`src/rtl/sample_pingpong_buffer_pkg.sv`:
```
// Shared types for the ping-pong sample buffer: sample width, sample type and reader states.
package sample_pingpong_buffer_pkg;

   localparam int DEFAULT_DATA_W = 24;
   localparam int DROP_CNT_W     = 16;

   typedef logic signed [DEFAULT_DATA_W-1:0] sample_t;

   typedef enum logic [1:0] {
      R_IDLE,
      R_ANNOUNCE,
      R_STREAM
   } rd_state_e;

endpackage

```
`src/rtl/sample_pingpong_buffer_dpram.sv`:
```
// sample_dpram: simple dual-port RAM holding both banks; one write port, registered read port.
module sample_dpram #(
   parameter int DATA_W = 24,
   parameter int ADDR_W = 5
) (
   input  logic              clk_i,
   input  logic              wr_en,
   input  logic [ADDR_W-1:0] wr_addr,
   input  logic [DATA_W-1:0] wr_data,
   input  logic [ADDR_W-1:0] rd_addr,
   output logic [DATA_W-1:0] rd_data
);

   logic [DATA_W-1:0] mem [2**ADDR_W];

   // NOTE: the array and read register carry no reset; a reset would block
   // block-RAM inference, and stale contents are never presented as valid.
   always_ff @(posedge clk_i) begin
      if (wr_en) begin
         mem[wr_addr] <= wr_data;
      end
      rd_data <= mem[rd_addr];
   end

endmodule

```
`src/rtl/sample_pingpong_buffer.sv`:
```
// sample_pingpong_buffer: fills one bank while the other streams to the VU meter.
// Define SAMPLE_BUFFER_DROP_CNT_EN to add the saturating dropped-sample counter.
module sample_pingpong_buffer
   import sample_pingpong_buffer_pkg::*;
#(
   parameter int BUFFER_DEPTH = 16,
   parameter int DATA_W       = DEFAULT_DATA_W
) (
   input  logic                  clk_i,
   input  logic                  rst_i,
   input  logic [DATA_W-1:0]     in_data_i,
   input  logic                  in_valid_i,
   output logic [DATA_W-1:0]     rd_data_o,
   output logic                  rd_valid_o,
   input  logic                  rd_ready_i,
   output logic                  buffer_ready_o,
   output logic                  overrun_o,
   output logic [DROP_CNT_W-1:0] drop_count_o
);

   localparam int               PTR_W    = $clog2(BUFFER_DEPTH);
   localparam int               ADDR_W   = PTR_W + 1;
   localparam logic [PTR_W-1:0] LAST_PTR = PTR_W'(BUFFER_DEPTH - 1);

   rd_state_e         state, state_nxt;
   logic              wr_bank, rd_bank, pending, overrun_q;
   logic [PTR_W-1:0]  wr_ptr, rd_ptr, rd_ptr_nxt;
   logic [DATA_W-1:0] ram_q;
   logic              wr_en, drop, bank_full, rd_fire, rd_last, reader_free, swap;

   assign wr_en       = in_valid_i && !pending;
   assign drop        = in_valid_i && pending;
   assign bank_full   = wr_en && (wr_ptr == LAST_PTR);
   assign rd_fire     = (state == R_STREAM) && rd_ready_i;
   assign rd_last     = rd_fire && (rd_ptr == LAST_PTR);
   assign reader_free = (state == R_IDLE) || rd_last;
   assign swap        = (bank_full || pending) && reader_free;

   // NOTE: sequential state uses non-blocking assignments so every register
   // updates from the values present before the clock edge.
   always_ff @(posedge clk_i or posedge rst_i) begin
      if (rst_i) begin
         state     <= R_IDLE;
         wr_bank   <= 1'b0;
         rd_bank   <= 1'b0;
         wr_ptr    <= '0;
         rd_ptr    <= '0;
         pending   <= 1'b0;
         overrun_q <= 1'b0;
      end else begin
         state  <= state_nxt;
         rd_ptr <= rd_ptr_nxt;
         if (swap) begin
            rd_bank <= wr_bank;
            wr_bank <= ~wr_bank;
            wr_ptr  <= '0;
            pending <= 1'b0;
         end else begin
            if (wr_en) wr_ptr <= wr_ptr + 1'b1;
            if (bank_full) pending <= 1'b1;
         end
         if (drop) overrun_q <= 1'b1;
      end
   end

   // NOTE: defaults are assigned first so no path leaves a signal unassigned,
   // which would otherwise infer a latch.
   always_comb begin
      state_nxt  = state;
      rd_ptr_nxt = rd_ptr;
      unique case (state)
         R_IDLE: begin
            if (swap) state_nxt = R_ANNOUNCE;
         end
         R_ANNOUNCE: begin
            state_nxt  = R_STREAM;
            rd_ptr_nxt = '0;
         end
         R_STREAM: begin
            if (rd_fire) begin
               if (rd_last) state_nxt = swap ? R_ANNOUNCE : R_IDLE;
               else         rd_ptr_nxt = rd_ptr + 1'b1;
            end
         end
         default: state_nxt = R_IDLE;
      endcase
   end

   // Read address follows the next pointer so ram_q lines up with rd_ptr one cycle later.
   sample_dpram #(
      .DATA_W (DATA_W),
      .ADDR_W (ADDR_W)
   ) u_ram (
      .clk_i   (clk_i),
      .wr_en   (wr_en),
      .wr_addr ({wr_bank, wr_ptr}),
      .wr_data (in_data_i),
      .rd_addr ({rd_bank, rd_ptr_nxt}),
      .rd_data (ram_q)
   );

   assign buffer_ready_o = (state == R_ANNOUNCE);
   assign rd_valid_o     = (state == R_STREAM);
   assign rd_data_o      = rd_valid_o ? ram_q : '0;
   assign overrun_o      = overrun_q;

`ifdef SAMPLE_BUFFER_DROP_CNT_EN
   logic [DROP_CNT_W-1:0] drop_cnt;

   always_ff @(posedge clk_i or posedge rst_i) begin
      if (rst_i) begin
         drop_cnt <= '0;
      end else if (drop && (drop_cnt != '1)) begin
         drop_cnt <= drop_cnt + 1'b1;
      end
   end

   assign drop_count_o = drop_cnt;
`else
   assign drop_count_o = '0;
`endif

endmodule
```
`config.mk`:
```
export PLATFORM = sky130hd
export DESIGN_NAME = sample_pingpong_buffer
export DESIGN_NICKNAME = d
export VERILOG_FILES = /design/src/rtl/sample_pingpong_buffer_pkg.sv /design/src/rtl/sample_pingpong_buffer_dpram.sv /design/src/rtl/sample_pingpong_buffer.sv
export SDC_FILE = /design/constraint.sdc
export NUM_CORES = 1
export LEC_CHECK = 0
export ABC_CLOCK_PERIOD_IN_PS = 5900
export BUFFER_PORTS_ARGS = -buffer_cell sky130_fd_sc_hd__buf_2
export CAP_MARGIN = 15
export CORE_AREA = 2 2 173 344
export DETAILED_ROUTE_END_ITERATION = 6
export DIE_AREA = 0 0 175 346
export PLACE_DENSITY = 0.82
export RECOVER_POWER = 25
export SLEW_MARGIN = 20
export SYNTH_ARGS = -nofsm -noshare
export SYNTH_HDL_FRONTEND = slang
export SYNTH_HIERARCHICAL = 1
export SYNTH_SLANG_ARGS = --single-unit
```
`constraint.sdc`:
```
create_clock -name clk_i -period 5.9 [get_ports clk_i]
set_clock_uncertainty 0.1 [all_clocks]
set_input_delay 0.295 -clock clk_i [delete_from_list [all_inputs] [get_ports clk_i]]
set_output_delay 0.295 -clock clk_i [all_outputs]
set_load 0.02 [all_outputs]
```
==> results of run 1 <==
-- through the flow --
stage                util  setup slack (ns)  total power, mW
floorplan               -              2.99             9.09
global placement    0.563              2.15             9.73
detailed placement  0.563              1.90             9.83
CTS                 0.599              1.88             14.0
global route        0.599              1.75             14.4
finish              0.599              1.93             14.0
-- power groups by stage --
stage	registers, mW	clock network, mW	logic, mW
6_report	6.86	4.26	2.89
5_1_grt	6.88	4.49	3.05
4_1_cts	6.85	4.29	2.88
3_5_place_dp	6.97	0	2.85
3_3_place_gp	6.96	0	2.77
2_1_floorplan	6.90	0	2.19
-- path summary, 6_finish.rpt --
check | from | endpoint | slack, ns | depth (start not counted)
max reg2reg | state[0] | u_ram/rd_data[14] | 1.93 | 12
max in group asynchronous | rst_i | overrun_o | 5.11 | 3
min reg2reg | overrun_o | overrun_o | 0.45 | 1
min | rd_ready_i | rd_ptr[2] | 0.05 | 3
min in group asynchronous | rst_i | state[1] | 0.18 | 3
max | state[0] | u_ram/rd_data[14] | 1.93 | 12
-- cell usage after synthesis, types with 29 or more instances --
cell,count
a22oi_1,72
buf_4,29
mux2i_1,386
a21oi_1,79
buf_2,30
edfxtp_1,768
nand3_1,76
a22o_1,48
nor2_1,36
nand2_1,82
clkbuf_1,31
-- what timing repair did --
item                      CTS  global route
hold buffers                2             0
hold endpoints to repair   15             0
gates resized for setup     0             0
-- cells by family (layout without fill, tap and decap cells) --
family,count (synthesis),in the layout
other,1,18
adder cells (fa/ha/maj),6,6
multiplexers,387,387
AND/OR/NAND/NOR,268,268
XOR/XNOR,2,2
buffers and inverters,123,223
flip-flops,806,806
AO/OA/AOI/OAI,239,239
-- registers in the layout, indices dropped and copies added (netlist names) --
signal / count
rd_ptr: 4
state: 2
pending: 1
u_ram/mem: 768
rd_bank: 1
wr_ptr: 4
overrun_o: 1
u_ram/rd_data: 24
wr_bank: 1
-- cell type report --
class	count	area, um^2
Antenna cell	2	5.00
Clock buffer	85	1690
Clock inverter	25	362
Fill cell	3950	23300
Inverter	6	22.5
Multi-Input combinational cell	918	7090
Sequential cell	806	23900
Tap cell	762	953
Timing Repair Buffer	107	729
-- routing by layer --
metal / up-vias / share of wire / global-route usage
met1: 8539 / 0.31 / 0.264
met2: 988 / 0.53 / 0.453
met5: - / 0 / 0
met3: 279 / 0.079 / 0.0341
li1: 7279 / - / -
met4: 0 / 0.079 / 0.182
-- critical path, delay by kind of cell, from the launching register on --
| family | cells | cell delay, ns |
|---|---|---|
| muxes | 1 | 0.30 |
| AOI/OAI and AO/OA | 3 | 0.60 |
| DFF | 1 | 0.42 |
| buffers and inverters | 4 | 1.30 |
| and+or+nand+nor | 3 | 0.75 |
| adders and majority gates | 1 | 0.17 |
==> results.md, run 1 <==
* Crit-path max FO at 72
* Dominant synthesized flop cell: edfxtp_1
* Initial antenna violation count at 3
* Post-synth EDFFs at 768
* Peak supply drop at approximately 0.36 mV
* Drt first pass iters at 6
* Avg WL per Cell at 28.2 um
* Post-synthesis compound-gate area fraction at 0.0524
* CP cell instances: inv_1, ha_1, buf_4, and3_1, a21oi_1, nor3_2, buf_12, buf_12, mux2i_1, a22oi_1, a31oi_1, nand3_1
* Syn Area/Cell at 17.2 um^2
* TritonCTS Buffers at 58
* CP Data Required Time at 6.29 ns
* Sw frac at 0.274
* MaxCap Viol Count at 0
* Period utilization at 0.672
* Unrepaired setup endpoints after global routing: no
* Fin area at 34700 um^2
* Area delta synth->final at 10.0%
* Power share of the sequential group at 0.489
* Placed cell area at 32700 um^2
* Asr flop ratio synth at 0.0174
* Overflow after GRT at 0
* Cell area after synthesis at 31600 um^2
* RePlAce Congestion at around 0.85
* Max Slew Vio Count at 0
* Nets at 1931
* Num ports at 71
* Vias/cell at 6.30
* Worst-Margin Slew at 1.32 ns
* Internal power at 10.2 mW
* Core area at 58000 um^2
* FP Rows at 125
* Top cells by area, synth: edfxtp_1 73%, mux2i_1 12%, a22oi_1 1.7%, dfxtp_1 1.5%, a22o_1 1.3%
* Initial core utilization at 0.544
* Share of the synthesized area in the top cell type at 0.730
* Fin. Hold Viols at 0
* Synth Area in XOR/XNOR at 0.000555
* Tmin final at a little under 4 ns
* Clock root cell: clkbuf_16
* Ys Warns at 6
* CP max stage delay at 0.44 ns
* TritonCTS sink count at 806
* Worst-Skew Late Latency at ~0.63 ns
* Tot GR Track Use at 0.251
* Total length of routed wires at 76400 um
* Area share of and/or/nand/nor cells after synthesis at 0.0404
* Post-synthesis cell count at around 1800
* DRC viols at 0
* DP HPWL at between 40000 and 50000 um
* Crit path top cell by count: buf_12
* Number of global-route vias before repair at 17100
* Arrival time worst endpoint at 4.36 ns
* Outcome: complete, no violations
* Count of cell types in the netlist at 46
* DRT antenna net count at 0
* Die area at 60600 um^2
* CTS tree: done
* Pin count of the biggest net entering global routing at roughly 100
* CP endpoint kind: flop
* Leading area contributor after synthesis: edfxtp_1
* WHS at 0.0536 ns
* Hold crit path type: in2reg
* Initial DRC count at 2106
* Highest clock rate at 252 MHz
* Via count at between 15000 and 20000
* Setup TNS Final at 0 ns
* First-pass GRT wire length at 110000 um
* Comb pwr share at 0.207
* Die W at approximately 180 um
* Kind of critical path: reg2reg
* Synth Register Bits at between 800 and 900
* Most frequent cells in the layout: 768 x edfxtp_1, 386 x mux2i_1, 82 x nand2_1
* H-tree levels at 2
* Post-Synth Adder-Cell Area at 0.00238
* Slew HR at 0.117
* Clock Path Buffers at 3
* Mux share of post-synthesis cell area at 0.123
* CP max stage cell: buf_12
* Startpoint types: flop
* Clk pwr share at 0.304
* I/O Buffers at 54
* Largest family of logic cells by synthesized area: multiplexers
* Post-synthesis sequential area ratio at 0.757
* Share of post-route cells with drive strength above 1 at 0.117
* Clock transition at path regs at 0.08 ns
* Die Y at 346 um
* Pwr dens at 403 nW/um^2
* Switching power at ~3.8 mW
* Leakage power at 10.7 nW
* Setup violators final at 0
* Fin cells at 2711
* Setup Fix Bufs, Post-CTS at 0
* Inst Count DP at 2597
* Commonest non-fill, non-tap cell in the layout: edfxtp_1
No activity file was read; power rests on OpenSTA's default activity.
==> run 2: changes to the inputs <==
--- a/config.mk
+++ b/config.mk
@@ -5,7 +5,7 @@
 export SDC_FILE = /design/constraint.sdc
 export NUM_CORES = 1
 export LEC_CHECK = 0
-export ABC_CLOCK_PERIOD_IN_PS = 5900
+export ABC_CLOCK_PERIOD_IN_PS = 3800
 export BUFFER_PORTS_ARGS = -buffer_cell sky130_fd_sc_hd__buf_2
 export CAP_MARGIN = 15
 export CORE_AREA = 2 2 173 344
==> constraint.sdc (replaced) <==
create_clock -name clk_i -period 3.8 [get_ports clk_i]
set_clock_uncertainty 0.1 [all_clocks]
set_input_delay 0.19 -clock clk_i [delete_from_list [all_inputs] [get_ports clk_i]]
set_output_delay 0.19 -clock clk_i [all_outputs]
set_load 0.02 [all_outputs]
==> run 2 against run 1 <==
The flow now finishes with violations (max-capacitance violations, max-slew violations); via count is 1.9% higher; worst hold slack lost 0.015 ns; combinational power grew 65%; clock power increased by 71%; count of clock-buffer cells in the layout down 18; global-route usage increased by 0.56 points; critical path depth decreased by 1; flip-flop and latch count unchanged; setup slack got worse by 1.6 ns; critical path type unchanged.
==> results.md, run 2 (synthesized netlist as in run 1, its figures left out) <==
* Worst reg2reg startpoint: state[0]
* Initial antenna violation count at 3
* Via count at 17400
* TritonCTS Buffers at 60
* Fin area at 35600 um^2
* CP endpoint kind: flop
* Initial DRC count at 1815
* Num ports at slightly above 70
* Initial core utilization at 0.544
* Crit-path max FO at 25
* CP startpoint: state[0]
* # fillers at 3887
* Highest clock rate at between 200 and 300 MHz
* Hold crit path type: in2reg
* Unrepaired setup endpoints after global routing: no
* Max Slew Vio Count at 33
* Setup TNS Final at 0 ns
* Final worst slack at 0.367 ns
* Most frequent cells in the layout: 768 x edfxtp_1, 386 x mux2i_1, 82 x nand2_1
* Arrival time worst endpoint at between 3 and 4 ns
* Total length of routed wires at 78200 um
* Register area at 23900 um^2
* Post_cts resized at 0
* Setup violators final at 0
* Failing checks: max-capacitance violations, max-slew violations
* Power share of the sequential group at 0.471
* Switching power at 6.24 mW
* Cells on worst reg2reg path at 11
* WHS at 0.0382 ns
* Slew HR at -0.0140
* Tmin final at 3.43 ns
* Max FFs per register at 768
* DP HPWL at 46400 um
* Share of post-route cells with drive strength above 1 at 0.135
* Top reg by flops: u_ram/mem
* R2R Path End: u_ram/rd_data[11]
* Worst setup path end: u_ram/rd_data[11]
* CTS tree: done
* Clk pwr share at 0.320
* Period utilization at 0.903
* MaxCap Viol Count at 1
* Commonest non-fill, non-tap cell in the layout: edfxtp_1
* Overflow after GRT at 0
* Avg WL per Cell at 28.2 um
* Internal power at 16.5 mW
* Die Y at around 350 um
* Placed cell area at 33100 um^2
* Die W at 175 um
* DP Worst Slack at 0.388 ns
* Biggest regs: u_ram/mem: 768 flops, u_ram/rd_data: 24 flops
* Comb pwr share at 0.209
* Tot GR Track Use at 0.256
* Clock transition at path regs at 0.07 ns
* Area of the multi-input gates at ~7100 um^2
* Clock Path Buffers at 3
* RePlAce Congestion at 0.853
* Startpoint types: flop
* DRT antenna net count at 0
* Leakage power at roughly 11 nW
* DRC viols at 0
* Vias/cell at around 6.3
* Area delta synth->final at 12.7%
* Clock root cell: clkbuf_16
* R2r setup slk at 0.37 ns
* Core area at 58000 um^2
* Nets at 1991
* Sw frac at 0.274
* Fin util at 0.613
* First-pass GRT wire length at 113000 um
* Worst-Margin Slew at 1.52 ns
* Worst-Skew Late Latency at roughly 0.63 ns
* Peak supply drop at 0.503 mV
* I/O Buffers at 54
* FP Rows at 125
* Die area at 60600 um^2
* Number of global-route vias before repair at around 18000
* Kind of critical path: reg2reg
* Outcome: finished with violations
* CP Data Required Time at 4.17 ns
* Pwr dens at 640 nW/um^2
* Pin count of the biggest net entering global routing at 48
* Drt first pass iters at 5
* TritonCTS sink count at 806
* Fin. Hold Viols at 0
* H-tree levels at 2
## run 2: cell types whose count changed in the layout (fill, tap and decap cells not counted), sizes merged
cell         before  now
diode             2    1
clkinvlp          4    0
clkbuf          100   82
dlygate4sd3       2   21
bufinv            9   20
buf              90  129
clkinv           12   21
inv               6   10
## run 2: power by group through the flow
stage          clock network [mW]  registers, mW  logic (mW)
6_report                     7.29           10.7        4.76
5_1_grt                      7.64           10.7        5.00
4_1_cts                      7.34           10.7        4.73
3_5_place_dp                    0           10.9        4.67
3_3_place_gp                    0           10.9        4.53
2_1_floorplan                   0           10.7        3.40
## run 2: per-layer routing
metal | track usage | part of all wire
met2 | 0.461 | 0.52
met4 | 0.179 | 0.083
met1 | 0.275 | 0.32
met3 | 0.0361 | 0.077
met5 | 0 | 0.00017
## run 2: worst max-delay path: stages (launching register included)
cell	delay, ns
dfrtp_1	0.39
inv_1	0.09
ha_1	0.40
and3_1	0.26
a21oi_1	0.16
a311o_1	0.34
and2_4	0.54
buf_4	0.29
a22o_1	0.16
nor3_1	0.04
a31oi_1	0.29
nand3_1	0.20
## run 2: area by class of cell
type                    instances  share of cell area
diodes                          1           0.0000703
clock buffers                  67              0.0432
clock inverters                45              0.0212
inverters                       6            0.000633
multi-input cells             918               0.199
flip-flops and latches        806               0.672
well taps                     762              0.0268
repair buffers                165              0.0376
## run 2: worst min-delay path by stage
stage / from / to / slack, ns / cells past startpoint
after floorplan: rst_i / overrun_o / -0.02 / 1
after global placement: rst_i / wr_bank / 0.18 / 2
after detailed placement: rst_i / state[1] / 0.20 / 2
after CTS: in_data_i[3] / u_ram/mem[14][3] / 0.005 / 1
after global routing: rd_ready_i / rd_ptr[3] / 0.08 / 4
final: rd_ready_i / state[1] / 0.04 / 4
## run 2: per-stage QoR
step / power (mW) / instances
after detailed placement: 15.6 / 2636
after floorplan: 14.1 / 1847
after global routing: 23.4 / 2770
after global placement: 15.4 / 2636
final: 22.8 / 2770
after CTS: 22.8 / 2769
## run 2: what timing repair did
| item | 4_1_cts | 5_1_grt |
|---|---|---|
| endpoints found under the hold margin | 548 | 0 |
| hold buffers | 21 | 0 |
| buffers inserted | 0 | 0 |
